## src/rtl/huffman_bit_packer.sv

```systemverilog
// huffman_bit_packer
// Packs variable-length, right-aligned Huffman codewords MSB-first into
// fixed-width output words. A block is terminated by a codeword flagged
// in_last; the tail is flushed zero-padded with its valid-bit count.
//
// Ports:
//   i_clk, i_rst       clock and asynchronous active-high reset
//   i_in_valid/o_in_ready, i_in_code, i_in_len, i_in_last
//                      codeword stream (code right-aligned, bit len-1 first)
//   o_out_valid/i_out_ready, o_out_data, o_out_nbits, o_out_last
//                      packed word stream (first bit at OUT_W-1)
//   o_err_len          sticky: a codeword longer than CODE_W was accepted
//   o_bit_total        bits accepted in the current block (mod 2^32)
module huffman_bit_packer #(
  parameter int CODE_W = 16,
  parameter int OUT_W  = 32,
  parameter int LEN_W  = 5,
  parameter int NB_W   = 6
) (
  input  logic              i_clk,
  input  logic              i_rst,
  input  logic              i_in_valid,
  output logic              o_in_ready,
  input  logic [CODE_W-1:0] i_in_code,
  input  logic [LEN_W-1:0]  i_in_len,
  input  logic              i_in_last,
  output logic              o_out_valid,
  input  logic              i_out_ready,
  output logic [OUT_W-1:0]  o_out_data,
  output logic [NB_W-1:0]   o_out_nbits,
  output logic              o_out_last,
  output logic              o_err_len,
  output logic [31:0]       o_bit_total
);

  localparam int ACC_W  = OUT_W + CODE_W;
  localparam int FILL_W = $clog2(ACC_W + 1);

  typedef enum logic [1:0] {
    ST_RUN   = 2'd0,
    ST_DRAIN = 2'd1,
    ST_FINAL = 2'd2
  } state_t;

  state_t            r_state, w_state_nxt;
  logic [ACC_W-1:0]  r_acc, w_acc_nxt;
  logic [FILL_W-1:0] r_fill, w_fill_nxt;
  logic              r_out_valid, w_out_valid_nxt;
  logic [OUT_W-1:0]  r_out_data, w_out_data_nxt;
  logic [NB_W-1:0]   r_out_nbits, w_out_nbits_nxt;
  logic              r_out_last, w_out_last_nxt;
  logic              r_err_len, w_err_len_nxt;
  logic [31:0]       r_bit_total, w_bit_total_nxt;

  logic              w_in_fire, w_out_fire, w_len_bad;
  logic [CODE_W-1:0] w_code_mask;
  logic [ACC_W-1:0]  w_code_ext, w_acc_app, w_acc_shl;
  logic [FILL_W-1:0] w_fill_add, w_fill_sub, w_shamt;

  assign o_in_ready  = (r_state == ST_RUN) && (r_fill < FILL_W'(OUT_W));
  assign w_in_fire   = i_in_valid & o_in_ready;
  assign w_out_fire  = r_out_valid & i_out_ready;
  assign w_len_bad   = (i_in_len > LEN_W'(CODE_W));

  // Bits of in_code above in_len are don't-care and must not leak into the stream.
  assign w_code_mask = ~({CODE_W{1'b1}} << i_in_len);
  assign w_code_ext  = {{OUT_W{1'b0}}, i_in_code & w_code_mask};
  assign w_fill_add  = r_fill + FILL_W'(i_in_len);
  // Place the codeword immediately below the current fill bits.
  assign w_shamt     = FILL_W'(ACC_W) - w_fill_add;
  assign w_acc_app   = r_acc | (w_code_ext << w_shamt);
  assign w_acc_shl   = r_acc << OUT_W;
  assign w_fill_sub  = r_fill - FILL_W'(OUT_W);

  // Next accumulator, fill and state.
  always_comb begin
    w_state_nxt = r_state;
    w_acc_nxt   = r_acc;
    w_fill_nxt  = r_fill;
    case (r_state)
      ST_RUN: begin
        if (w_in_fire) begin
          if (!w_len_bad) begin
            w_acc_nxt  = w_acc_app;
            w_fill_nxt = w_fill_add;
          end else begin
            w_acc_nxt  = r_acc;
            w_fill_nxt = r_fill;
          end
          if (i_in_last) begin
            if (w_fill_nxt >= FILL_W'(OUT_W)) begin
              w_state_nxt = ST_DRAIN;
            end else begin
              w_state_nxt = ST_FINAL;
            end
          end else begin
            w_state_nxt = ST_RUN;
          end
        end else if (w_out_fire) begin
          w_acc_nxt  = w_acc_shl;
          w_fill_nxt = w_fill_sub;
        end else begin
          w_acc_nxt  = r_acc;
        end
      end
      ST_DRAIN: begin
        if (w_out_fire) begin
          w_acc_nxt  = w_acc_shl;
          w_fill_nxt = w_fill_sub;
          if (w_fill_sub == {FILL_W{1'b0}}) begin
            w_state_nxt = ST_RUN;
          end else if (w_fill_sub < FILL_W'(OUT_W)) begin
            w_state_nxt = ST_FINAL;
          end else begin
            w_state_nxt = ST_DRAIN;
          end
        end else begin
          w_acc_nxt = r_acc;
        end
      end
      ST_FINAL: begin
        if (w_out_fire) begin
          w_acc_nxt   = {ACC_W{1'b0}};
          w_fill_nxt  = {FILL_W{1'b0}};
          w_state_nxt = ST_RUN;
        end else begin
          w_acc_nxt = r_acc;
        end
      end
      default: begin
        w_acc_nxt   = {ACC_W{1'b0}};
        w_fill_nxt  = {FILL_W{1'b0}};
        w_state_nxt = ST_RUN;
      end
    endcase
  end

  // Output word derived from the next state so it is registered, not combinational.
  always_comb begin
    w_out_valid_nxt = 1'b0;
    w_out_data_nxt  = {OUT_W{1'b0}};
    w_out_nbits_nxt = {NB_W{1'b0}};
    w_out_last_nxt  = 1'b0;
    case (w_state_nxt)
      ST_RUN: begin
        if (w_fill_nxt >= FILL_W'(OUT_W)) begin
          w_out_valid_nxt = 1'b1;
          w_out_data_nxt  = w_acc_nxt[ACC_W-1 -: OUT_W];
          w_out_nbits_nxt = NB_W'(OUT_W);
        end else begin
          w_out_valid_nxt = 1'b0;
        end
      end
      ST_DRAIN: begin
        w_out_valid_nxt = 1'b1;
        w_out_data_nxt  = w_acc_nxt[ACC_W-1 -: OUT_W];
        w_out_nbits_nxt = NB_W'(OUT_W);
        // A drain word that empties the accumulator closes the block.
        w_out_last_nxt  = (w_fill_nxt == FILL_W'(OUT_W));
      end
      ST_FINAL: begin
        // Bits below fill are always zero, so this is already zero-padded.
        w_out_valid_nxt = 1'b1;
        w_out_data_nxt  = w_acc_nxt[ACC_W-1 -: OUT_W];
        w_out_nbits_nxt = NB_W'(w_fill_nxt);
        w_out_last_nxt  = 1'b1;
      end
      default: begin
        w_out_valid_nxt = 1'b0;
      end
    endcase
  end

  // Block bit counter and sticky length error.
  always_comb begin
    w_bit_total_nxt = r_bit_total;
    w_err_len_nxt   = r_err_len;
    if (w_in_fire && !w_len_bad) begin
      w_bit_total_nxt = r_bit_total + 32'(i_in_len);
    end else if (w_out_fire && r_out_last) begin
      w_bit_total_nxt = 32'd0;
    end else begin
      w_bit_total_nxt = r_bit_total;
    end
    if (w_in_fire && w_len_bad) begin
      w_err_len_nxt = 1'b1;
    end else begin
      w_err_len_nxt = r_err_len;
    end
  end

  // Packing state registers.
  always_ff @(posedge i_clk or posedge i_rst) begin
    if (i_rst) begin
      r_state <= ST_RUN;
      r_acc   <= {ACC_W{1'b0}};
      r_fill  <= {FILL_W{1'b0}};
    end else begin
      r_state <= w_state_nxt;
      r_acc   <= w_acc_nxt;
      r_fill  <= w_fill_nxt;
    end
  end

  // Registered output stream and status.
  always_ff @(posedge i_clk or posedge i_rst) begin
    if (i_rst) begin
      r_out_valid <= 1'b0;
      r_out_data  <= {OUT_W{1'b0}};
      r_out_nbits <= {NB_W{1'b0}};
      r_out_last  <= 1'b0;
      r_err_len   <= 1'b0;
      r_bit_total <= 32'd0;
    end else begin
      r_out_valid <= w_out_valid_nxt;
      r_out_data  <= w_out_data_nxt;
      r_out_nbits <= w_out_nbits_nxt;
      r_out_last  <= w_out_last_nxt;
      r_err_len   <= w_err_len_nxt;
      r_bit_total <= w_bit_total_nxt;
    end
  end

  assign o_out_valid = r_out_valid;
  assign o_out_data  = r_out_data;
  assign o_out_nbits = r_out_nbits;
  assign o_out_last  = r_out_last;
  assign o_err_len   = r_err_len;
  assign o_bit_total = r_bit_total;

endmodule

```

## config.mk

```make
export PLATFORM = sky130hd
export DESIGN_NAME = huffman_bit_packer
export DESIGN_NICKNAME = d
export VERILOG_FILES = /design/src/rtl/huffman_bit_packer.sv
export SDC_FILE = /design/constraint.sdc
export NUM_CORES = 1
export LEC_CHECK = 0
export ABC_AREA = 1
export ABC_CLOCK_PERIOD_IN_PS = 6700
export BUFFER_PORTS_ARGS = -buffer_cell sky130_fd_sc_hd__buf_4
export CAP_MARGIN = 20
export CORE_ASPECT_RATIO = 0.7
export CORE_UTILIZATION = 35
export DETAILED_ROUTE_END_ITERATION = 10
export HOLD_SLACK_MARGIN = 0.02
export PLACE_DENSITY = 0.52
export SYNTH_ARGS = -nofsm -noshare
export SYNTH_HDL_FRONTEND = slang
export SYNTH_SLANG_ARGS = --single-unit
```

## constraint.sdc

```tcl
create_clock -name i_clk -period 6.7 [get_ports i_clk]
set_clock_uncertainty 0.05 [all_clocks]
set_input_delay 0.67 -clock i_clk [delete_from_list [all_inputs] [get_ports i_clk]]
set_output_delay 0.67 -clock i_clk [all_outputs]
set_load 0.02 [all_outputs]
```

## After elaboration in Yosys (flattened, before gate mapping)

Index checks and enable logic that the tools add are counted.

| word-level totals | value |
|---|---|
| bits in read-only memories | 0 |
| bits in writable memories | 0 |
| bits of input ports | 26 |
| latch bits | 0 |
| word-level logic and storage cells | 73 |
| bits in registers | 129 |
| output and inout bits | 74 |
| memories kept | 0 |

| cells by class | value |
|---|---|
| shifts and indexed selects | 2 |
| mux-type cells | 29 |
| add/sub/neg operators | 4 |
| order comparisons | 5 |
| multiply operators | 0 |
| divide/modulo/power cells | 0 |
| equal/unequal tests | 7 |
| reductions and logical operators | 11 |
| bitwise logic cells | 5 |

Operators by type and width:

| operator | count |
|---|---|
| two-way mux 48 bit | 4 |
| case mux 48 bit (3 select lines) | 1 |
| two-way mux 32 bit | 3 |
| case mux 32 bit (2 select lines) | 1 |
| OR 48 bit | 1 |
| << shifter 16 x 6 -> 48 bit | 1 |
| two-way mux 6 bit | 7 |
| case mux 6 bit (3 select lines) | 2 |
| adder 32 x 5 -> 32 bit | 1 |
| AND 16 bit | 1 |
| inverter 16 bit | 1 |
| << shifter 16 x 5 -> 16 bit, first input constant | 1 |
| two-way mux 2 bit | 7 |
| >= comparator 6 bit, second input constant | 2 |
| less-than comparator 6 bit, second input constant | 2 |
| adder 6 x 5 -> 6 bit | 1 |
| equality test 6 bit, second input constant | 1 |
| logical NOT 6 bit | 1 |
| case mux 2 bit (3 select lines) | 1 |
| subtractor 6 bit, first input constant | 1 |
| subtractor 6 bit, second input constant | 1 |
| > comparator 5 bit, second input constant | 1 |
| equality test 2 x 1 -> 1 bit, second input constant | 2 |
| equality test 2 bit, second input constant | 2 |
| 11 further kinds | 17 |

## Logic depth before layout (Yosys ltp)

Gate-level depths: netlist of the first run.

| logic depth | value |
|---|---|
| word-level depth | 13 |
| gate-level depth with buffers | 21 |
| depth with buffers taken out | 18 |

## Worst setup path after synthesis of the first run

No wires, ideal clock.

| timing path | value |
|---|---|
| kind | input port to flip-flop |
| from | input i_in_len[0] |
| to | register r_out_data[0], in the netlist o_out_data[0] |
| library setup time | 0.121 ns |
| required time | 6.529 ns |
| arrival time | 3.030 ns |
| path buffers | 5 |
| stages | 17 |
| path slack | 3.499 ns |
| cell sequence | ha_1 -> clkbuf_2 -> inv_1 -> buf_4 -> buf_4 -> ha_1 -> clkbuf_1 -> buf_1 -> nand3_1 -> nand3_1 -> nand2_1 -> o21ai_0 -> nand2_1 -> nand2_1 -> nand2_1 -> nand3_1 -> nor2_1 |

| between the ends | value |
|---|---|
| longest elaborated chain between the ends | 12 |
| elaborated cells between the ends (all ways) | 28 |
| those cells by class | add/sub (2); order compare (3); eq/ne (2); shift (2); mux (14); bitwise (3); reduce/logical (2) |

Ends and longest elaborated chain:

| item | line | source |
|---|---|---|
| start: declaration | 25 | `input logic [LEN_W-1:0] i_in_len,` |
| branches (longest 11 deep; another with adder 6 x 5 -> 6 bit) | -- |  |
| case mux 32 bit (2 select lines) (*) | 144 | `case (w_state_nxt)` |
| via w_out_data_nxt[0] | 49 | `logic [OUT_W-1:0] r_out_data, w_out_data_nxt;` |
| end signal: assignment | 209 | `r_out_data <= {OUT_W{1'b0}};` |
| end signal: assignment | 216 | `r_out_data <= w_out_data_nxt;` |
| end: declaration | 49 |  |

Mark *: on every way through the listed nets, which the timed path passes. The select of a mux whose other input is x is not followed.
A chain may end at the register's enable or synchronous reset.

## Worst setup path in the final report of the first run

| timing path | value |
|---|---|
| from | register r_fill[0] |
| to | register r_out_data[27], in the netlist o_out_data[27] |

| between the ends | value |
|---|---|
| longest elaborated chain between the ends | 12 |
| elaborated cells between the ends (all ways) | 35 |
| those cells by class | add/sub (3); order compare (4); eq/ne (2); shift (1); mux (19); bitwise (2); reduce/logical (4) |

Ends and longest elaborated chain:

| item | line | source |
|---|---|---|
| start: declaration | 47 | `logic [FILL_W-1:0] r_fill, w_fill_nxt;` |
| start signal: assignment | 197 | `r_fill <= {FILL_W{1'b0}};` |
| start signal: assignment | 201 | `r_fill <= w_fill_nxt;` |
| branches (longest 11 deep; another with adder 6 x 5 -> 6 bit) | -- |  |
| case mux 32 bit (2 select lines) (*) | 144 |  |
| via w_out_data_nxt[27] | 49 |  |

Marked as above.

==> results.py, run 1 <==
metrics = {
    "grt": {
        "grt.overflow.total": 0,
        "first_global_vias": 7651,
        "grt_first_pass_wirelength_um": 44500,
        "grt_usage_pct": 23.2,
        "grt_start_max_net_pins": 68,
        "antenna_found_initial": 0,
    },
    "setup_path": {
        "critPathBufInv": 2,
        "crit_path_end_kind": "flop",
        "regToRegStartpoint": "r_fill[0]$_DFF_PP0_",
        "cp.arrival_ps": 4680,
        "crit_fanout": 21,
        "crit_chain": "ha_1 > inv_1 > ha_1 > clkinv_1 > nand3_1 > nand3_1 > nand2_1 > nand4_1 > nand2_1 > nand2_1 > nand2_1 > nand2_1 > a21oi_1",
        "reg2reg_depth": 13,
        "crit_path_frequent_cell": "nand2_1",
        "rr_endpoint": "o_out_data[27]$_DFF_PP0_",
        "max_stage_delay_ps": 830,
        "cp.required_ps": 6990,
        "rrSetupSlack_ps": 2310,
        "worst-setup-path-type": "reg -> reg",
        "start_kind": "flop",
        "critical_path.top_delay_family": "adder cells",
        "cp_slowest_cell": "ha_1",
    },
    "drt": {
        "drc_errors": 0,
        "firstDrtPassIters": 5,
        "drt_iter0_markers": 809,
        "vias_per_cell": 5.22,
        "ant_nets": 0,
        "wirelength_um": 28200,
        "vias": 8494,
        "avgRoutedWirePerCell_um": 17.4,
    },
    "synthesis": {
        "synth-compound-area-share_pct": 13.8,
        "ys_seq_area_share_pct": 38.0,
        "synthesis.nets": 1267,
        "synthFlopType": "dfrtp_1",
        "synth_top_family_by_area": "simple AND/OR/NAND/NOR gates",
        "synth_xor_area_share_pct": 0.619,
        "postSynthAreaPerCell_um2": 6.94,
        "synth_edf_count": 0,
        "synth_area_mm2": 0.00848,
        "netlist_instances": 1223,
        "ys_async_sr_fraction_pct": 100,
        "ys_ff_latch": 129,
        "yosys.area_share.simple_pct": 34.4,
        "synth_cell_types": 51,
        "ys.warnings.count": 0,
        "synth.area.mux_share_pct": 0.487,
        "synthAdderAreaFrac_pct": 2.83,
    },
    "layout": {
        "diodes": 0,
        "area_delta_synth_final_pct": 17.4,
        "drive_gt1_share_pct": 13.8,
        "final_util_pct": 42.0,
        "fin_area_mm2": 0.00996,
        "final_cells": 1626,
        "nets": 1339,
    },
    "sta": {
        "post-route-period-util_pct": 65.6,
        "whs_ps": 282,
        "setup_viol": 0,
        "tightest_slew_ps": 915,
        "fin_tns_setup_ps": 0,
        "fmax_mhz": 228,
        "rsz0062_at_grt": "no",
        "hold_viol_final": 0,
        "slew_headroom_pct": 38.9,
        "min_period_ps": 4390,
        "maxSlewViolCount": 0,
    },
    "clocking": {
        "cts_resized": 0,
        "clk_path_buf_depth": 2,
        "clkSlewWorstSetupHoldPaths_ps": 60,
        "cts_buffers": 17,
        "ctsRootBufferMaster": "clkbuf_16",
        "clock-sinks": 129,
        "htreeDepth": 4,
        "postCtsHoldBufs": 0,
        "cts_tree": "built",
        "worstSkewPairLatency_ps": 430,
        "post-cts-setup-buffers": 0,
    },
    "die": {
        "die_w_um": 188,
        "start_util_pct": 35.8,
        "placementRows": 47,
        "io_pins": 100,
        "dieHeight_um": 132,
        "dieArea_mm2": 0.0249,
        "core_mm2": 0.0237,
    },
    "pwr": {
        "powerDensity_mw_per_mm2": 591,
        "ir_worst_vdd_mv": 0.285,
        "p_leak_uw": 0.00489,
    },
    "placed_design": {
        "place_area_mm2": 0.00938,
        "place_congestion": 0.929,
        "dp_hpwl_um": 20500,
        "place_inst": 1594,
        "port_buffers": 99,
    },
    "job": {
        "maxCapViolations": 0,
    },
    "worst_hold_path": {
        "hold_path_class": "in -> async",
    },
    "run_status": {
        "outcome": "completed",
    },
}
area by class of cell:
class                      instances  area (µm²)
clock buffer                      19         443
clock inverter                    13         135
fill                            2530       13700
inverter                         148         568
multi-input combinational        898        4430
sequential                       129        3230
tap                              318         398
timing repair buffer             101         758
state kept, by name, summed over array words and instances (netlist names):
register / count
r_state: 2
r_fill: 6
o_out_valid: 1
o_out_data: 32
r_acc: 48
o_bit_total: 32
o_out_nbits: 6
o_err_len: 1
o_out_last: 1
per-stage QoR:
step / total power [µW] / setup slack, ps
6_report: 5890 / 2310
4_1_cts: 5850 / 2380
3_5_place_dp: 4890 / 1980
2_1_floorplan: 3880 / 2540
3_3_place_gp: 4900 / 1950
5_1_grt: 6380 / 1850
routing by layer:
| metal | vias to the layer above | GRT usage [%] | wire [µm] |
|---|---|---|---|
| met3 | 25 | 5.67 | 2110 |
| met2 | 284 | 29.0 | 10300 |
| met1 | 3995 | 38.2 | 15500 |
| li1 | 4190 | - | - |
| met4 | 0 | 5.28 | 322 |
| met5 | - | 0 | 0 |
synth_stat cells (2+ instances only):
| master | n | area share (%) |
|---|---|---|
| nand3_1 | 149 | 8.8 |
| a31oi_1 | 7 | 0.52 |
| o21ai_1 | 14 | 0.83 |
| nor2_4 | 2 | 0.27 |
| nor3_1 | 20 | 1.2 |
| o21bai_1 | 2 | 0.18 |
| xor2_1 | 6 | 0.62 |
| nor4_1 | 8 | 0.59 |
| nand4_1 | 29 | 2.1 |
| inv_1 | 133 | 5.9 |
| buf_1 | 7 | 0.31 |
| nand2_1 | 286 | 13 |
| or2_2 | 4 | 0.29 |
| dfrtp_1 | 129 | 38 |
| a21oi_1 | 91 | 5.4 |
| nand2_4 | 3 | 0.40 |
| a21o_1 | 3 | 0.27 |
| fa_1 | 2 | 0.47 |
| o22ai_1 | 8 | 0.59 |
| nor2_1 | 128 | 5.7 |
| buf_4 | 8 | 0.71 |
| nand3_2 | 3 | 0.35 |
| o21ai_0 | 80 | 4.7 |
| inv_2 | 10 | 0.44 |
| nand2_2 | 6 | 0.44 |
| buf_6 | 5 | 0.66 |
| ha_1 | 16 | 2.4 |
| buf_2 | 14 | 0.83 |
| nor3_2 | 5 | 0.59 |
| clkbuf_1 | 13 | 0.58 |
| o211ai_1 | 2 | 0.18 |
| nor2_2 | 4 | 0.29 |
| mux2i_1 | 3 | 0.35 |
| clkinv_1 | 3 | 0.13 |
| a22o_1 | 3 | 0.31 |
| o21ai_2 | 2 | 0.21 |
cell usage in the layout (no fill, tap or decap), drive strengths merged, types with 2 or more instances in the layout:
cell / instances
xor2: 6
a21oi: 93
clkinvlp: 2
clkinv: 10
a22o: 3
mux2i: 3
inv: 147
clkbuf: 19
o21bai: 2
o22ai: 8
a31oi: 7
dfrtp: 129
nand4: 29
or2: 6
fa: 2
nor3: 25
o211ai: 2
a21o: 3
o21ai: 96
nand3: 152
buf: 101
nor4: 8
bufinv: 2
nand2: 296
ha: 16
nor2: 135
power by group:
group / internal [µW] / leakage [µW] / total, µW / switching [µW]
logic: 1030 / 0.00289 / 3790 / 2760
registers: 1010 / 0.00172 / 1160 / 156
clock network: 557 / 0.000283 / 935 / 378
total: 2590 / 0.00489 / 5890 / 3300
logic make-up (layout without fill, tap and decap cells):
family | count (synthesis) | after routing
compound gates | 217 | 217
xor+xnor | 6 | 6
fa+ha+maj | 18 | 18
buf+inv | 196 | 281
flops | 129 | 129
mux | 4 | 4
simple gates | 653 | 653
worst max path at each step:
stage / from / end / slack, ps / depth (start not counted)
4_1_cts: r_fill[0]$_DFF_PP0_ / o_out_data[19]$_DFF_PP0_ / 2380 / 13
5_1_grt: r_fill[0]$_DFF_PP0_ / o_out_data[27]$_DFF_PP0_ / 1850 / 13
3_3_place_gp: i_in_len[0] / o_out_data[23]$_DFF_PP0_ / 1950 / 14
6_report: r_fill[0]$_DFF_PP0_ / o_out_data[27]$_DFF_PP0_ / 2310 / 13
3_5_place_dp: i_in_len[0] / o_out_data[19]$_DFF_PP0_ / 1980 / 14
2_1_floorplan: i_rst / o_bit_total[0]$_DFFE_PP0P_ / 2540 / 1
Power figures use the tool's default switching activity.
==> run 2: changes to the inputs <==
--- a/config.mk
+++ b/config.mk
@@ -6,14 +6,14 @@
 export NUM_CORES = 1
 export LEC_CHECK = 0
 export ABC_AREA = 1
-export ABC_CLOCK_PERIOD_IN_PS = 6700
+export ABC_CLOCK_PERIOD_IN_PS = 4000
 export BUFFER_PORTS_ARGS = -buffer_cell sky130_fd_sc_hd__buf_4
 export CAP_MARGIN = 20
 export CORE_ASPECT_RATIO = 0.7
 export CORE_UTILIZATION = 35
 export DETAILED_ROUTE_END_ITERATION = 10
 export HOLD_SLACK_MARGIN = 0.02
-export PLACE_DENSITY = 0.52
+export PLACE_DENSITY = 0.54
 export SYNTH_ARGS = -nofsm -noshare
 export SYNTH_HDL_FRONTEND = slang
 export SYNTH_SLANG_ARGS = --single-unit
==> constraint.sdc (replaced) <==
create_clock -name i_clk -period 4 [get_ports i_clk]
set_clock_uncertainty 0.05 [all_clocks]
set_input_delay 0.4 -clock i_clk [delete_from_list [all_inputs] [get_ports i_clk]]
set_output_delay 0.4 -clock i_clk [all_outputs]
set_load 0.02 [all_outputs]
==> results.py, run 2 (synthesis results as in run 1) <==
metrics = {
    "run_status": {
        "outcome": "completed",
    },
    "drt": {
        "wirelength_um": 27500,
        "firstDrtPassIters": 5,
        "drt_iter0_markers": 733,
        "avgRoutedWirePerCell_um": 16.8,
        "drc_errors": 0,
        "ant_nets": 0,
        "vias_per_cell": 5.19,
        "vias": 8492,
    },
    "clocking": {
        "cts_buffers": 17,
        "ctsRootBufferMaster": "clkbuf_16",
        "post-cts-setup-buffers": 0,
        "htreeDepth": 4,
        "clkSlewWorstSetupHoldPaths_ps": 60,
        "worstSkewPairLatency_ps": 440,
        "clk_path_buf_depth": 2,
        "cts_tree": "built",
        "postCtsHoldBufs": 0,
        "cts_resized": 0,
        "clock-sinks": 129,
    },
    "placed_design": {
        "place_congestion": 0.919,
        "place_area_mm2": 0.00948,
        "dp_hpwl_um": 20000,
        "port_buffers": 99,
    },
    "die": {
        "placementRows": 47,
        "dieHeight_um": 132,
        "die_w_um": 188,
        "dieArea_mm2": 0.0249,
        "core_mm2": 0.0237,
        "start_util_pct": 35.8,
        "io_pins": 100,
    },
    "grt": {
        "grt_start_max_net_pins": 98,
        "grt.overflow.total": 0,
        "grt_first_pass_wirelength_um": 44200,
        "grt_usage_pct": 22.9,
        "first_global_vias": 7784,
        "antenna_found_initial": 0,
    },
    "pwr": {
        "p_sw_share_pct": 55.9,
        "seq_power_share_pct": 19.6,
        "power.total_uw": 9900,
        "p_leak_uw": 0.00493,
        "p_int_uw": 4370,
        "pwr-share-comb_pct": 65.4,
        "clkPwrFrac_pct": 15.0,
        "powerDensity_mw_per_mm2": 989,
        "power_switching_uw": 5540,
        "ir_worst_vdd_mv": 0.620,
    },
    "layout": {
        "largest_register": "r_acc",
        "fin_area_mm2": 0.0100,
        "nets": 1352,
        "layout_commonest_cell": "nand2_1",
        "diodes": 0,
        "area_delta_synth_final_pct": 18.1,
        "fill_cells": 2487,
        "drive_gt1_share_pct": 14.5,
        "final_cell_mix": "286 x nand2_1, 149 x nand3_1, 132 x inv_1",
        "largest_reg_flops": 48,
    },
    "setup_path": {
        "critical_path.top_delay_family": "simple AND/OR/NAND/NOR gates",
        "crit_fanout": 18,
        "cp.arrival_ps": 3690,
        "max_stage_delay_ps": 480,
        "start_kind": "flop",
        "crit_path_frequent_cell": "nand2_1",
        "critPathBufInv": 2,
        "cp_slowest_cell": "fa_1",
        "crit_path_end_kind": "flop",
        "cp.required_ps": 4280,
        "worst-setup-path-type": "reg -> reg",
        "crit_chain": "ha_1 > fa_1 > inv_1 > ha_1 > clkinv_1 > nand3_1 > nand3_1 > nand2_1 > nand2_1 > nor2_1 > nand2_1 > nand4_1 > nand2_1 > a21oi_1",
    },
    "sta": {
        "fin_tns_setup_ps": 0,
        "post-route-period-util_pct": 85.5,
        "hold_viol_final": 0,
        "setup_viol": 0,
        "tightest_slew_ps": 937,
        "min_period_ps": 3420,
        "slew_headroom_pct": 37.5,
        "maxSlewViolCount": 0,
        "rsz0062_at_grt": "no",
        "fmax_mhz": 293,
    },
    "worst_hold_path": {
        "hold_path_class": "in -> async",
    },
    "job": {
        "maxCapViolations": 0,
    },
}
run 2: cell type report:
type | instances | area [µm²] | share of cell area, %
well taps | 318 | 398 | 3.97
flip-flops and latches | 129 | 3230 | 32.2
repair buffers | 114 | 856 | 8.54
multi-input cells | 898 | 4430 | 44.2
inverters | 148 | 568 | 5.67
clock buffers | 18 | 429 | 4.28
clock inverters | 12 | 114 | 1.14
run 2: worst paths after layout:
| check | start | endpoint | slack [ps] | cells past startpoint |
|---|---|---|---|---|
| max | r_fill[0]$_DFF_PP0_ | o_out_data[22]$_DFF_PP0_ | 580 | 14 |
| min | i_rst | o_out_data[23]$_DFF_PP0_ | 80 | 2 |
| max reg2reg | r_fill[0]$_DFF_PP0_ | o_out_data[22]$_DFF_PP0_ | 580 | 14 |
| min reg2reg | o_err_len$_DFFE_PP0P_ | o_err_len$_DFFE_PP0P_ | 430 | 1 |
| max in group asynchronous | i_rst | o_out_data[27]$_DFF_PP0_ | 2980 | 3 |
| min in group i_clk | i_in_last | r_state[0]$_DFF_PP0_ | 270 | 3 |
run 2: routing by layer:
layer	vias to the layer above	share of wire (%)	GRT usage (%)
li1	4211	-	-
met1	3943	53	37.0
met5	-	0	0
met3	22	8.3	5.80
met2	316	38	29.1
met4	0	1.1	5.47
run 2: per-stage QoR:
stage,instances,hold slack (ps),utilization [%],setup WS (ps)
after global placement,1607,426,40.0,550
after CTS,1637,161,42.3,643
after global routing,1637,195,42.3,337
after detailed placement,1607,425,40.0,504
final,1637,80.6,42.3,582
after floorplan,1223,434,-,109
run 2: power by group through the flow:
stage	Sequential [µW]	Combinational [µW]	Clock [µW]
2_1_floorplan	2110	4380	0
3_3_place_gp	1960	6350	0
3_5_place_dp	1960	6350	0
4_1_cts	1940	6370	1520
5_1_grt	1990	7220	1590
6_report	1940	6480	1490
==> run 3: changes to the inputs <==
--- a/config.mk
+++ b/config.mk
@@ -9,7 +9,7 @@
 export ABC_CLOCK_PERIOD_IN_PS = 4000
 export BUFFER_PORTS_ARGS = -buffer_cell sky130_fd_sc_hd__buf_4
 export CAP_MARGIN = 20
-export CORE_ASPECT_RATIO = 0.7
+export CORE_ASPECT_RATIO = 0.75
 export CORE_UTILIZATION = 35
 export DETAILED_ROUTE_END_ITERATION = 10
 export HOLD_SLACK_MARGIN = 0.02
==> results.py, run 3 (synthesis results as in run 1) <==
metrics = {
    "run_status": {
        "outcome": "completed",
    },
    "layout": {
        "final_cells": 1624,
        "multiInputGateArea_mm2": 0.00443,
        "nets": 1355,
        "drive_gt1_share_pct": 14.9,
        "layout_commonest_cell": "nand2_1",
        "largest_register": "r_acc",
        "diodes": 0,
        "final_cell_mix": "286 x nand2_1, 149 x nand3_1, 132 x inv_1",
        "largest_reg_flops": 48,
        "seq_area_mm2": 0.00323,
        "fill_cells": 2440,
        "area_delta_synth_final_pct": 19.1,
    },
    "setup_path": {
        "cp.required_ps": 4270,
        "max_stage_delay_ps": 480,
        "crit_path_end_kind": "flop",
        "start_kind": "flop",
        "crit_path_frequent_cell": "nand2_1",
        "crit_chain": "ha_1 > fa_1 > inv_1 > ha_1 > nand2_1 > nand2_1 > inv_1 > nand3_1 > o21ai_1 > nand3_1 > nand4_1 > nand2_1 > a21oi_1",
        "crit_fanout": 20,
        "cp_slowest_cell": "fa_1",
        "worst-setup-path-type": "reg -> reg",
        "cp.arrival_ps": 3590,
    },
    "sta": {
        "setup_viol": 0,
        "slew_headroom_pct": 49.4,
        "maxSlewViolCount": 0,
        "rsz0062_at_grt": "no",
        "post-route-period-util_pct": 82.9,
        "hold_viol_final": 0,
        "tightest_slew_ps": 759,
        "fmax_mhz": 302,
        "min_period_ps": 3310,
        "whs_ps": 34.0,
        "setup_ws_ps": 685,
        "fin_tns_setup_ps": 0,
    },
    "drt": {
        "route.met3.wl_um": 1890,
        "highest_layer": "met4",
        "drc_errors": 0,
        "drt_iter0_markers": 876,
        "wirelength_um": 27400,
        "firstDrtPassIters": 8,
        "vias": 8541,
        "avgRoutedWirePerCell_um": 16.9,
        "vias_per_cell": 5.26,
        "wl_met2_um": 10800,
        "wl_met1_um": 14400,
        "ant_nets": 0,
    },
    "clocking": {
        "ctsRootBufferMaster": "clkbuf_16",
        "cts_buffers": 17,
        "clock-sinks": 129,
        "post-cts-setup-buffers": 0,
        "clkSlewWorstSetupHoldPaths_ps": 60,
        "clk_path_buf_depth": 2,
        "postCtsHoldBufs": 0,
        "cts_resized": 0,
        "htreeDepth": 4,
        "worstSkewPairLatency_ps": 430,
        "cts_tree": "built",
    },
    "die": {
        "start_util_pct": 36.2,
        "placementRows": 48,
        "io_pins": 100,
        "dieArea_mm2": 0.0249,
        "dieHeight_um": 137,
        "die_w_um": 182,
        "core_mm2": 0.0234,
    },
    "grt": {
        "grt_start_max_net_pins": 78,
        "grt_first_pass_wirelength_um": 43800,
        "grt.overflow.total": 0,
        "grt_usage_pct": 22.9,
        "antenna_found_initial": 0,
        "first_global_vias": 7703,
    },
    "pwr": {
        "p_leak_uw": 0.00500,
        "ir_worst_vdd_mv": 0.450,
        "powerDensity_mw_per_mm2": 1000,
    },
    "placed_design": {
        "dp_hpwl_um": 20300,
        "place_inst": 1592,
        "port_buffers": 99,
        "dp_slack_ps": 631,
        "place_congestion": 0.919,
    },
    "job": {
        "maxCapViolations": 0,
    },
    "worst_hold_path": {
        "hold_path_class": "in -> async",
    },
}
==> run 3: cell type report <==
class / count / share of cell area, %
multi-input cells: 898 / 43.8
flip-flops and latches: 129 / 31.9
repair buffers: 117 / 8.69
inverters: 148 / 5.62
clock buffers: 17 / 4.21
well taps: 300 / 3.71
clock inverters: 15 / 2.04
==> run 3: per-layer routing <==
layer	vias to the layer above	track usage, %
met1	3979	36.7
met3	22	3.83
met2	327	30.7
li1	4213	-
met4	0	6.36
met5	-	0
==> run 3: per-stage QoR <==
stage | area (µm²) | util, % | power (µW)
3_3_place_gp | 9480 | 40.5 | 8310
6_report | 10100 | 43.2 | 10100
3_5_place_dp | 9480 | 40.5 | 8300
5_1_grt | 10100 | 43.2 | 11000
4_1_cts | 10100 | 43.2 | 10100
2_1_floorplan | 8480 | - | 6490
==> run 3: worst paths after layout <==
path | start | endpoint | slack [ps] | cells after the start
max in group asynchronous | i_rst | r_acc[32]$_DFF_PP0_ | 2950 | 3
min in group i_clk | i_in_last | r_state[1]$_DFF_PP0_ | 270 | 3
max reg2reg | r_fill[0]$_DFF_PP0_ | o_out_data[22]$_DFF_PP0_ | 690 | 13
min reg2reg | o_err_len$_DFFE_PP0P_ | o_err_len$_DFFE_PP0P_ | 470 | 1
min | i_rst | o_bit_total[19]$_DFFE_PP0P_ | 30 | 2
max | r_fill[0]$_DFF_PP0_ | o_out_data[22]$_DFF_PP0_ | 690 | 13
==> run 3: report_power, final <==
part           total, µW  switching (µW)  internal (µW)  leakage [µW]
clock               1710             653           1050      0.000310
combinational       6460            4590           1870       0.00297
sequential          1940             249           1690       0.00172
==> run 3: worst max-delay path: cells and delay by family (launching register included) <==
family | cells | cell delay, ps
adders and majority gates | 3 | 910
and+or+nand+nor | 6 | 800
AOI/OAI and AO/OA | 2 | 530
buffers and inverters | 2 | 520
DFF | 1 | 410
